`src/rtl/adc_seq_pkg.sv`:
```
// adc_seq_pkg: sequencer states, default ADC width and CPU register indices
package adc_seq_pkg;
  typedef enum logic [1:0] {IDLE, COUNT, CAPTURE, PUBLISH} seq_state_e;
  localparam int ADC_W_DEFAULT = 8;
  localparam logic [3:0] REG_ADC_VALUE = 4'h2;
  localparam logic [3:0] REG_ADC_READY = 4'h3;
endpackage

```
`src/rtl/adc_input_sync.sv`:
```
// adc_input_sync: two-flop synchronizer for a bus asynchronous to clk_i
module adc_input_sync #(
  parameter int W = 8
) (
  input  logic         clk_i,
  input  logic         rst_ni,
  input  logic [W-1:0] d_i,
  output logic [W-1:0] q_o
);
  logic [W-1:0] meta_q, sync_q;
  always_ff @(posedge clk_i or negedge rst_ni) begin
    if (!rst_ni) begin
      meta_q <= '0;
      sync_q <= '0;
    end else begin
      meta_q <= d_i;
      sync_q <= meta_q;
    end
  end
  assign q_o = sync_q;
endmodule

```
`src/rtl/adc_sample_sequencer.sv`:
```
// adc_sample_sequencer: periodic ADC capture, power-of-two averaging and sticky ready/overrun handshake
module adc_sample_sequencer
  import adc_seq_pkg::*;
#(
  parameter int SAMPLE_DIV = 500,
  parameter int AVG_LOG2   = 2,
  parameter int ADC_W      = ADC_W_DEFAULT
) (
  input  logic             clock,
  input  logic             ctrl_reset_n,
  input  logic             enable,
  input  logic [ADC_W-1:0] adc_in,
  input  logic             ack,
  output logic [31:0]      sample_data,
  output logic             sample_ready,
  output logic             overrun,
  output logic             busy
);
  localparam int DIV_W = $clog2(SAMPLE_DIV);
  localparam int ACC_W = ADC_W + AVG_LOG2;
  localparam int N_W   = AVG_LOG2 + 1;
  localparam logic [DIV_W-1:0] DIV_LAST = DIV_W'(SAMPLE_DIV - 1);
  localparam logic [N_W-1:0]   N_LAST   = N_W'((1 << AVG_LOG2) - 1);

  seq_state_e       state_q, state_d;
  logic [DIV_W-1:0] div_q, div_d;
  logic [ACC_W-1:0] acc_q, acc_d;
  logic [N_W-1:0]   n_q, n_d;
  logic [31:0]      data_q, data_d;
  logic             ready_q, ready_d, ovr_q, ovr_d;
  logic [ADC_W-1:0] adc_sync;
  logic             run, pub, clr;

  adc_input_sync #(.W(ADC_W)) u_sync (
    .clk_i (clock),
    .rst_ni(ctrl_reset_n),
    .d_i   (adc_in),
    .q_o   (adc_sync)
  );

  // The divider free-runs through CAPTURE/PUBLISH so the sample period never stretches.
  always_comb begin
    run     = enable && state_q != IDLE;
    pub     = enable && state_q == PUBLISH;
    clr     = !enable || state_q == IDLE || pub;
    state_d = !enable ? IDLE :
              state_q == IDLE ? COUNT :
              state_q == CAPTURE ? (n_q == N_LAST ? PUBLISH : COUNT) :
              (state_q == COUNT && div_q == DIV_LAST) ? CAPTURE : COUNT;
    div_d   = (!run || div_q == DIV_LAST) ? '0 : div_q + DIV_W'(1);
    acc_d   = clr ? '0 : state_q == CAPTURE ? acc_q + ACC_W'(adc_sync) : acc_q;
    n_d     = clr ? '0 : state_q == CAPTURE ? n_q + N_W'(1) : n_q;
    data_d  = pub ? 32'(acc_q >> AVG_LOG2) : data_q;
    ready_d = pub || (ready_q && !ack);
    ovr_d   = pub ? (ready_q && !ack) : (ack && ready_q) ? 1'b0 : ovr_q;
  end

  always_ff @(posedge clock or negedge ctrl_reset_n) begin
    if (!ctrl_reset_n) begin
      state_q <= IDLE;
      div_q   <= '0;
      acc_q   <= '0;
      n_q     <= '0;
      data_q  <= '0;
      ready_q <= 1'b0;
      ovr_q   <= 1'b0;
    end else begin
      state_q <= state_d;
      div_q   <= div_d;
      acc_q   <= acc_d;
      n_q     <= n_d;
      data_q  <= data_d;
      ready_q <= ready_d;
      ovr_q   <= ovr_d;
    end
  end

  assign sample_data  = data_q;
  assign sample_ready = ready_q;
  assign overrun      = ovr_q;
  assign busy         = state_q != IDLE;
endmodule

```
`config.mk`:
```
export PLATFORM = sky130hd
export DESIGN_NAME = adc_sample_sequencer
export DESIGN_NICKNAME = d
export VERILOG_FILES = /design/src/rtl/adc_seq_pkg.sv /design/src/rtl/adc_input_sync.sv /design/src/rtl/adc_sample_sequencer.sv
export SDC_FILE = /design/constraint.sdc
export NUM_CORES = 1
export LEC_CHECK = 0
export CAP_MARGIN = 20
export CORE_MARGIN = 5
export CORE_UTILIZATION = 40
export DETAILED_ROUTE_END_ITERATION = 6
export HOLD_SLACK_MARGIN = 0.1
export PLACE_DENSITY_LB_ADDON = 0.1
export REMOVE_ABC_BUFFERS = 1
export SYNTH_ARGS = -nofsm -noshare
export SYNTH_HDL_FRONTEND = slang
export SYNTH_HIERARCHICAL = 1
export SYNTH_SLANG_ARGS = --single-unit
```
`constraint.sdc`:
```
create_clock -name clock -period 1.9 [get_ports clock]
set_input_delay 0.38 -clock clock [delete_from_list [all_inputs] [get_ports clock]]
set_output_delay 0.38 -clock clock [all_outputs]
set_load 0.01 [all_outputs]
```
======== Yosys cells after proc, flatten, opt, wreduce, memory -nomap -nowiden ========
Index checks and enable logic that the tools add are counted.
cells by class
  shift operators ......................... 0
  reduce and logical (&&, ||, !) cells .... 16
  $add $sub $neg .......................... 3
  equality and inequality tests ........... 5
  $mul .................................... 0
  bitwise operators ....................... 0
  mux-type cells .......................... 12
  $lt $le $gt $ge ......................... 0
  divide/modulo/power cells ............... 0
operators with widths
  cell                   number
  $mux W10               2
  $add A10 B8 Y10        1
  $mux W2                5
  $add A9 B1 Y9 const B  1
  $eq A9 B9 Y1 const B   1
  $mux W9                1
  $mux W3                2
  $reduce_bool A2 Y1     3
  $logic_and A1 B1 Y1    5
  $eq A2 B2 Y1 const B   2
  $logic_or A1 B1 Y1     4
  $add A3 B1 Y3 const B  1
  $eq A3 B2 Y1 const B   1
  $logic_not A1 Y1       3
  $eq A2 B1 Y1 const B   1
  $logic_not A2 Y1       1
  $mux W1                2
word-level totals
  bits in read-only memories .............. 0
  output and inout port bits .............. 35
  logic and storage cells ................. 45
  memories ................................ 0
  flip-flop bits (word level) ............. 50
  bits in latches ......................... 0
  memory bits (writable) .................. 0
  input bits .............................. 12

======== Longest topological paths before layout ========
  depth in word-level cells ............... 6
  mapped depth ............................ 8
  gate-level depth less buffers ........... 8

======== Hierarchy ========
The synthesis kept the hierarchy.
modules (own cells, without submodules)
  module                instances  cells each  seq. area each (µm²)  area each (µm²)
  adc_sample_sequencer  1          185         850.8                 1916.8
  adc_input_sync        1          16          400.4                 400.4

======== Least setup slack after synthesis ========
Ideal clock, no wire load.
  kind .................................... flip-flop to flip-flop
  from .................................... register acc_q[0]
  to ...................................... register acc_q[6]
  buffers on the path ..................... 0
  cell stages (with the launch flop) ...... 9
  data arrival time ....................... 1745 ps
  slack ................................... 34 ps
  required time ........................... 1778 ps
  path through ............................ dfrtp_1 > ha_1 > inv_1 > fa_1 > nand2b_1 > a21oi_1 > o21a_1 > o21ai_0 > a32o_1
between the ends
  cells in the longest elaborated chain, start to end .. 3
ends and longest elaborated chain
  what                    line                        RTL
  start, declared         adc_sample_sequencer.sv:27  logic [ACC_W-1:0] acc_q, acc_d;
  start signal, assigned  adc_sample_sequencer.sv:62  acc_q <= '0;
  start signal, assigned  adc_sample_sequencer.sv:70  acc_q <= acc_d;
  $add A10 B8 Y10         adc_sample_sequencer.sv:51  acc_d = clr ? '0 : state_q == CAPTURE ? acc_q + ACC_W'(adc_sync) : acc_q;
  $mux W10 (2 in series)  adc_sample_sequencer.sv:51
Every way passes these cells. The select of a mux whose other input is x is not followed.
A chain may end at the register's enable or synchronous reset.

======== Final worst setup path ========
  from .................................... register u_sync.sync_q[0] (netlist: u_sync/q_o[0])
  to ...................................... register acc_q[6]
between the ends
  cells in the longest elaborated chain, start to end .. 3
ends and longest elaborated chain
  what                    line                        RTL
  start, declared         adc_input_sync.sv:10        logic [W-1:0] meta_q, sync_q;
  start signal, assigned  adc_input_sync.sv:17        sync_q <= meta_q;
  $add A10 B8 Y10         adc_sample_sequencer.sv:51
  $mux W10 (2 in series)  adc_sample_sequencer.sv:51
Every way passes these cells. The select of a mux whose other input is x is not followed.

==> impl_metrics.toml <==
[die]
num_io_pins = 47
die_w_um = 86.1
core_sq_mm = 0.00557
num_rows = 27
die_y_um = 86.1
dieArea_sq_mm = 0.00741
initial_core_util_pct = 41.6

[critical_path]
crit_fanout = 2
crit_required_ps = 2090
critical_path_class = "flip-flop to flip-flop"
critPathBufInv = 1
slowest_stage = "dfrtp_1"
worstPathCellList = "ha_2, inv_2, fa_2, nand2b_4, a21oi_2, o21a_1, or3_1, a32o_1"
cp_top_family = "compound AO/OA/AOI/OAI gates"
start_kind = "flip-flop"
worstSetupEndpointType = "flip-flop"
slowest_delay_ps = 380
cp_data_arrival_time_ps = 2060

[sta]
setup_tns_ps = 0
max_freq_mhz = 534
slew_viol_final = 0
setup_violations = 0
fin_crit_sh_pct = 98.6
rsz0062_at_grt = "yes"
finClkSkew_ps = 3.90
final_hold_viol_count = 0
period_minus_slack_ps = 1870
layout_setup_ws_ps = 26.0

[power]
vdd_drop_max_mv = 0.415
p_leak_nw = 1.34
finalPower_mw = 2.10
powerDensity_mw_per_mm2 = 754

[global_routing]
antenna_found_initial = 0
grt_max_degree = 32
grt_pass1_vias = 1446
grt_pass1_wl_mm = 6.78
track_usage_pct = 11.5
grt.overflow.total = 0

[logic_synthesis]
syn_inst = 201
avgSynthCellArea_sq_um = 11.5
ys_async_sr_fraction_pct = 100
synth-seq-cells = 50
synth-main-ff-cell = "dfrtp_1"
synth_edf_count = 0
ys_warn_count = 6
netlist_area_sq_mm = 0.00232
yosysSeqAreaShare_pct = 54.0
ys_types = 44

[cells_and_area]
fin_cells = 309
diodes = 0
final_common_cell = "dfrtp_1"
layout-area-overhead-vs-synth_pct = 20.1
layout_common_cells = "dfrtp_1, conb_1, clkdlybuf4s50_1"
final_util_pct = 49.9
final_nets = 260
drive_above_1_share_pct = 13.5

[route]
num_vias = 1475
drt_iter0_markers = 73
wl_per_cell_um = 13.0
wirelength_mm = 4.03
drc = 0
drtPass1Iterations = 6
ant_nets = 0
vias_per_cell = 4.77

[placed_design]
placed_cells = 298
place_hpwl_mm = 2.95
io_buffers = 22
gp_congestion = 0.731
place_ws_ps = 18.4

[clock_tree]
clk_pin_slew_worst_paths_ps = 90
numClockSinks = 50
h-tree-depth = 2
cts_tree = "built"
root_buffer = "clkbuf_8"
clk_path_buf_depth = 2
clk_latency_ps = 300
numCtsBuffers = 5

[status]
outcome = "finished, final reports clean"

[run]
maxCapViolations = 0

[hold_path]
min_path_type = "flip-flop to flip-flop"
through the flow:
step                hold WS [ps]  area (sq um)
floorplan                   84.4          2200
global placement             334          2590
detailed placement           336          2590
CTS                          357          2750
global route                 360          2780
finish                       355          2780
synthesized netlist by cell type, types with 2 or more instances:
cell      count  share of area (%)
o21a_1        3               0.97
o21ai_1       6                1.3
buf_4        24                7.8
clkbuf_1      2               0.32
mux2_1        6                2.9
a21o_1        4                1.3
xor2_1        4                1.5
nand2_1      14                2.3
dfrtp_1      50                 54
a21oi_1       7                1.5
inv_1         7                1.1
o21ai_0       5                1.1
a32o_1        2               0.86
nor2_1       12                1.9
xnor2_1       3                1.1
nand3_1       5                1.1
o211ai_1      4                1.3
nand2b_1      3               0.81
a22o_1        3                1.1
ha_1         11                5.9
or3_1         3               0.81
worst reg2reg max path, delay by kind of cell (launching register included):
family | cells | cell delay, ps
AO/OA/AOI/OAI | 3 | 480
adder cells (fa/ha/maj) | 2 | 400
buffers and inverters | 1 | 60
flip-flops | 1 | 380
AND/OR/NAND/NOR | 2 | 440
logic make-up (layout without fill, tap and decap cells):
family,Yosys count,count (layout),synth area share [%]
and+or+nand+nor,44,44,9.02
buffers and inverters,35,48,9.94
other,1,24,0.162
DFF,50,50,54.0
xor gates and xnor gates,7,7,2.65
AOI/OAI and AO/OA,44,44,13.6
adders and majority gates,12,12,6.80
muxes,8,8,3.83
worst paths after layout:
check | from | endpoint | slack [ps] | cells after the start
max | u_sync/q_o[0] | acc_q[6] | 30 | 8
min in group asynchronous | ctrl_reset_n | sample_data[6] | 560 | 2
min reg2reg | u_sync/meta_q[1] | u_sync/q_o[1] | 350 | 0
min | u_sync/meta_q[1] | u_sync/q_o[1] | 350 | 0
max in group asynchronous | ctrl_reset_n | u_sync/meta_q[7] | 820 | 3
max reg2reg | u_sync/q_o[0] | acc_q[6] | 30 | 8
area by class of cell:
| cell class | instances | area, sq um |
|---|---|---|
| fill | 510 | 2790 |
| sequential | 50 | 1250 |
| multi-input combinational | 139 | 948 |
| timing repair buffer | 33 | 324 |
| tap | 72 | 90.1 |
| clock buffer | 6 | 82.6 |
| clock inverter | 2 | 60.1 |
| inverter | 7 | 26.3 |
metal layers:
layer,global-route usage (%),routed length [um],vias up
met5,0,0,-
met4,3.45,53,0
met3,3.36,258,6
met2,18.0,2000,38
met1,15.4,1720,714
li1,-,-,717
flip-flops by register name (all words and copies together), names as in the netlist:
name           flops
u_sync/meta_q      8
acc_q             10
div_q              9
state_q            2
sample_ready       1
sample_data        8
n_q                3
overrun            1
u_sync/q_o         8
power breakdown:
group          internal, mW  switching, mW  total [mW]  leakage, nW
logic                0.0443         0.0732       0.117        0.611
clock network         0.561          0.328       0.889       0.0714
registers              1.08        0.00927        1.09        0.658
timing repair:
item | CTS | global route
hold buffers | 1 | 0
buffers inserted | 0 | 2
endpoints found under the hold margin | 19 | 0
pin swaps | 0 | 3
resized for setup | 2 | 6
setup endpoints to repair | 2 | 3
Power figures use the tool's default switching activity.
